<file path="config.mk">
export PLATFORM = sky130hd
export DESIGN_NAME = cv32e40p_tmr_scrubber
export DESIGN_NICKNAME = d
export VERILOG_FILES = /design/src/rtl/cv32e40p_tmr_scrubber.sv
export SDC_FILE = /design/constraint.sdc
export NUM_CORES = 1
export LEC_CHECK = 0
export BUFFER_PORTS_ARGS = -buffer_cell sky130_fd_sc_hd__buf_2
export CAP_MARGIN = 20
export CORE_MARGIN = 3
export CORE_UTILIZATION = 43
export CTS_CLUSTER_DIAMETER = 40
export CTS_CLUSTER_SIZE = 16
export DETAILED_ROUTE_END_ITERATION = 10
export MAX_ROUTING_LAYER = met4
export PLACE_DENSITY_LB_ADDON = 0.3
export SLEW_MARGIN = 20
export SYNTH_ARGS = -nofsm -noshare
export SYNTH_HDL_FRONTEND = slang
export SYNTH_SLANG_ARGS = --single-unit
</file>
<file path="constraint.sdc">
create_clock -name clk -period 2.7 [get_ports clk]
set_clock_uncertainty 0.2 [all_clocks]
set_input_delay 0.54 -clock clk [delete_from_list [all_inputs] [get_ports clk]]
set_output_delay 0.54 -clock clk [all_outputs]
set_load 0.02 [all_outputs]
</file>
<file path="src/rtl/cv32e40p_tmr_scrubber.sv">
// Triple-replicated register with write port, fault injection and a periodic
// scrub engine that repairs single-copy faults and reports/counts errors.
module cv32e40p_tmr_scrubber #(
    parameter int unsigned     NBIT         = 32,
    parameter int unsigned     SCRUB_PERIOD = 16,
    parameter int unsigned     CNT_W        = 8,
    parameter logic [NBIT-1:0] RESET_VAL    = '0
) (
    input  logic             clk,
    input  logic             rst_n,
    input  logic             wr_valid_i,
    output logic             wr_ready_o,
    input  logic [NBIT-1:0]  wr_data_i,
    input  logic             scrub_en_i,
    input  logic             inj_valid_i,
    input  logic [1:0]       inj_sel_i,
    input  logic [NBIT-1:0]  inj_mask_i,
    output logic [NBIT-1:0]  data1_o,
    output logic [NBIT-1:0]  data2_o,
    output logic [NBIT-1:0]  data3_o,
    output logic             err_single_o,
    output logic             err_multi_o,
    output logic             multi_sticky_o,
    output logic [1:0]       faulty_copy_o,
    output logic [CNT_W-1:0] err_cnt_o
);

    localparam int unsigned PW = (SCRUB_PERIOD > 1) ? $clog2(SCRUB_PERIOD) : 1;
    localparam logic [PW-1:0] PER_LAST = PW'(SCRUB_PERIOD - 1);

    typedef enum logic [1:0] {
        IDLE,
        CHECK,
        REPAIR
    } state_e;

    state_e            state_q, state_d;
    logic [NBIT-1:0]   c1_q, c1_d, c2_q, c2_d, c3_q, c3_d;
    logic [PW-1:0]     per_q, per_d;
    logic              pend_q, pend_d;
    logic              multi_q, multi_d;
    logic              es_q, es_d, em_q, em_d;
    logic              sticky_q, sticky_d;
    logic [1:0]        fc_q, fc_d;
    logic [CNT_W-1:0]  ec_q, ec_d;
    logic              wrap, start;
    logic              eq12, eq13, eq23;
    logic [NBIT-1:0]   maj;

    assign eq12 = (c1_q == c2_q);
    assign eq13 = (c1_q == c3_q);
    assign eq23 = (c2_q == c3_q);
    assign maj  = (c1_q & c2_q) | (c1_q & c3_q) | (c2_q & c3_q);

    // Next-state: writes/injection/scrub start in IDLE, compare in CHECK, fix in REPAIR.
    always_comb begin
        state_d  = state_q;
        c1_d     = c1_q;
        c2_d     = c2_q;
        c3_d     = c3_q;
        per_d    = per_q;
        pend_d   = pend_q;
        multi_d  = multi_q;
        es_d     = 1'b0;
        em_d     = 1'b0;
        sticky_d = sticky_q;
        fc_d     = fc_q;
        ec_d     = ec_q;
        wrap     = 1'b0;
        start    = 1'b0;
        unique case (state_q)
            IDLE: begin
                if (scrub_en_i) begin
                    if (per_q == PER_LAST) begin
                        per_d = '0;
                        wrap  = 1'b1;
                    end else begin
                        per_d = per_q + PW'(1);
                    end
                end
                if (wr_valid_i) begin
                    c1_d = wr_data_i;
                    c2_d = wr_data_i;
                    c3_d = wr_data_i;
                end else if (inj_valid_i) begin
                    case (inj_sel_i)
                        2'd1:    c1_d = c1_q ^ inj_mask_i;
                        2'd2:    c2_d = c2_q ^ inj_mask_i;
                        2'd3:    c3_d = c3_q ^ inj_mask_i;
                        default: ;
                    endcase
                end else if (pend_q) begin
                    start   = 1'b1;
                    state_d = CHECK;
                end
                pend_d = (pend_q & ~start) | wrap;
            end
            CHECK: begin
                if (eq12 && eq13) begin
                    state_d = IDLE;
                end else begin
                    state_d = REPAIR;
                    ec_d    = (&ec_q) ? ec_q : ec_q + CNT_W'(1);
                    if (!eq12 && !eq13 && !eq23) begin
                        multi_d  = 1'b1;
                        em_d     = 1'b1;
                        sticky_d = 1'b1;
                    end else begin
                        multi_d = 1'b0;
                        es_d    = 1'b1;
                        fc_d    = eq23 ? 2'd1 : (eq13 ? 2'd2 : 2'd3);
                    end
                end
            end
            REPAIR: begin
                state_d = IDLE;
                if (multi_q) begin
                    c2_d = c1_q;
                    c3_d = c1_q;
                end else begin
                    c1_d = maj;
                    c2_d = maj;
                    c3_d = maj;
                end
            end
            default: state_d = IDLE;
        endcase
    end

    // State and copy registers with synchronous active-low reset.
    always_ff @(posedge clk) begin
        if (!rst_n) begin
            state_q  <= IDLE;
            c1_q     <= RESET_VAL;
            c2_q     <= RESET_VAL;
            c3_q     <= RESET_VAL;
            per_q    <= '0;
            pend_q   <= 1'b0;
            multi_q  <= 1'b0;
            es_q     <= 1'b0;
            em_q     <= 1'b0;
            sticky_q <= 1'b0;
            fc_q     <= 2'd0;
            ec_q     <= '0;
        end else begin
            state_q  <= state_d;
            c1_q     <= c1_d;
            c2_q     <= c2_d;
            c3_q     <= c3_d;
            per_q    <= per_d;
            pend_q   <= pend_d;
            multi_q  <= multi_d;
            es_q     <= es_d;
            em_q     <= em_d;
            sticky_q <= sticky_d;
            fc_q     <= fc_d;
            ec_q     <= ec_d;
        end
    end

    assign wr_ready_o     = (state_q == IDLE);
    assign data1_o        = c1_q;
    assign data2_o        = c2_q;
    assign data3_o        = c3_q;
    assign err_single_o   = es_q;
    assign err_multi_o    = em_q;
    assign multi_sticky_o = sticky_q;
    assign faulty_copy_o  = fc_q;
    assign err_cnt_o      = ec_q;

endmodule

</file>
==> impl_metrics.yaml <==
cts:
  cts_buffer_depth: 2
  cts_root_buffer: "clkbuf_16"
  cts_tree: "done"
  cts-htree-levels: 4
  clock_latency_ns: 0.41
  clkTransAtPathRegs_ns: 0.05
  hold_buffers: 0
  numCtsBuffers: 17
  cts.sinks: 117
worst_setup_path:
  crit_required_ns: 2.81
  regToRegStartpoint: "data1_o[24]"
  crit_path_top_delay_cell: "dfxtp_1"
  critical_path_buf_inv_count: 1
  end_kind: "register"
  critical_path.reg2reg.endpoint: "err_cnt_o[2]"
  slowest_delay_ns: 0.46
  cp_cell_sequence: "ha_1 -> nor4_1 -> nand4_1 -> nor4_4 -> buf_12 -> nor2_2 -> a41o_1"
  worstSetupPathType: "register to register"
  worstPathArrival_ns: 2.61
  worst-r2r-setup-slack_ns: 0.20
  startpoint_type: "register"
  worst_r2r_path_depth: 7
  crit_family: "simple AND/OR/NAND/NOR gates"
  path_max_fanout: 13
yosys:
  syn-num-nets: 1119
  synth-xor-area-share_pct: 10.7
  yosys.area_share.simple_pct: 13.9
  yosysUniqueCellTypes: 42
  ys_ff_latch: 117
  postSynthCellCount: 950
  synth_top_family_by_area: "compound AO/OA/AOI/OAI gates"
  synth_fa_ha_area_share_pct: 15.3
  synth-compound-area-share_pct: 26.5
  synth_area_per_cell_um2: 8.44
  synth_warnings: 0
  synthMuxAreaShare_pct: 0.749
  ys_async_sr_fraction_pct: 0
  synthesis.area_um2: 8010
  synth_flop_cell: "dfxtp_1"
  seq_area_frac_synth_pct: 29.2
  synth_edf_count: 0
sta:
  hold_viol_final: 0
  setup_ws_ns: 0.197
  rsz0062_at_grt: "no"
  fin_crit_sh_pct: 92.7
  fin_crit_ns: 2.50
  drv_slew: 0
  slew_headroom_pct: 55.4
  whs_ns: 0.274
  max_freq_mhz: 400
  finalSetupTns_ns: 0
  setup_viol: 0
  worst_pin_slew_ns: 0.669
floorplan:
  die_h_um: 143
  core-area_um2: 18100
  die_w_um: 143
  num_io_pins: 181
  initial_utilization_pct: 44.2
  die_area_um2: 20300
  row_count: 49
pwr:
  peakVddDrop_v: 0.000383
  power_density_nw_per_um2: 564
  p_leak_nw: 4.47
  total_power_mw: 5.55
detailed_routing:
  drt-total-wl_um: 24000
  drt_first_pass_iters: 5
  ant_nets: 0
  vias_per_cell: 5.93
  first_iter_violations: 604
  drc: 0
  wl_per_cell_um: 17.8
  vias: 8009
place:
  gp_congestion: 0.862
  placed_cell_area_um2: 9260
  dp_hpwl_um: 16700
  numPortBuffers: 180
  place_ws_ns: 0.0826
  place_inst: 1319
min_path:
  hold_depth: 2
  whs_endpoint: "pend_q"
  min_path_type: "register to register"
  min-delay-start: "pend_q"
finish:
  fillers: 1720
  drive_gt1_share_pct: 22.3
  layout_common_cells: "buf_2, o21ai_0, dfxtp_1"
  final_util_pct: 54.2
  finalNonFillerCells: 1351
  nets: 1278
  final_common_cell: "buf_2"
  area_delta_synth_final_pct: 22.8
  final_area_um2: 9840
global_route:
  grt_pass1_wl_um: 38800
  grt_pass1_vias: 7515
  grt_max_degree: 130
  grt_util_all_layers_pct: 24.3
  grt_overflow: 0
  antenna_found_initial: 1
status:
  status: "complete, no violations"
flow_run:
  drv_cap: 0
how the worst max path moves through the flow:
stage	start	to	slack [ns]	cells past startpoint
6_report	data1_o[24]	err_cnt_o[2]	0.20	7
3_3_place_gp	data1_o[6]	err_cnt_o[2]	0.13	7
2_1_floorplan	data1_o[16]	err_cnt_o[2]	0.34	7
4_1_cts	data1_o[6]	err_cnt_o[2]	0.06	7
3_5_place_dp	data1_o[6]	err_cnt_o[2]	0.08	7
5_1_grt	data1_o[19]	err_cnt_o[2]	0.02	8
cell families (layout without fill, tap and decap cells):
family,after synthesis,in the layout
other,0,2
flip-flops,117,117
AO/OA/AOI/OAI,343,343
XOR/XNOR,98,98
multiplexers,6,6
AND/OR/NAND/NOR,216,216
adder cells (fa/ha/maj),98,98
buffers and inverters,72,242
registers in the layout, indices dropped and copies added (netlist names):
signal	flops
err_multi_o	1
data3_o	32
data1_o	32
err_single_o	1
pend_q	1
err_cnt_o	8
faulty_copy_o	2
data2_o	32
multi_sticky_o	1
state_q	2
multi_q	1
per_q	4
synthesized netlist by cell type, types with 2 or more instances:
cell	instances	area, um^2
a21oi_1	7	35.0
a31oi_1	97	607
and3_1	2	12.5
buf_1	12	45.0
buf_2	5	25.0
clkbuf_1	52	195
dfxtp_1	117	2340
ha_1	98	1230
inv_1	2	7.51
mux2i_1	6	60.1
nand2_1	76	285
nand2b_1	38	238
nand3_1	4	20.0
nand3b_1	3	22.5
nand4_1	9	56.3
nor2_1	11	41.3
nor2b_1	2	12.5
nor3_1	35	175
nor4_1	26	163
o211ai_1	96	721
o21a_1	2	15.0
o21ai_0	130	651
o311ai_1	2	17.5
o31ai_1	2	15.0
or3_1	3	18.8
xor2_1	97	850
tightest hold or removal path: cells and delay by family, from the launching register on:
kind	cells	cell delay (ns)
flops	1	0.30
simple gates	1	0.06
compound gates	1	0.06
cell type report:
class	instances	area, um^2	share of cell area (%)
multi-input cells	761	5450	55.4
clock inverters	4	45.0	0.458
repair buffers	210	1190	12.1
diodes	2	5.00	0.0509
inverters	2	7.51	0.0763
clock buffers	26	509	5.18
well taps	229	287	2.91
flip-flops and latches	117	2340	23.8
report_power, final:
part / total (mW) / leakage, nW / internal (mW) / switching [mW]
registers: 2.07 / 0.970 / 1.87 / 0.207
logic: 1.32 / 3.22 / 0.558 / 0.760
clock network: 2.16 / 0.276 / 1.37 / 0.787
total: 5.55 / 4.47 / 3.80 / 1.75
timing repair:
| item | 4_1_cts | 5_1_grt |
|---|---|---|
| setup endpoints to repair | 0 | 4 |
| gates resized for setup | 0 | 3 |
| buffers inserted | 0 | 0 |
routing by layer:
layer	track usage [%]	part of all wire (%)
met5	-	0
met4	8.00	2.3
met3	6.59	8.0
met2	35.6	45
met1	32.5	45
(Power assumes the default switching activity.)
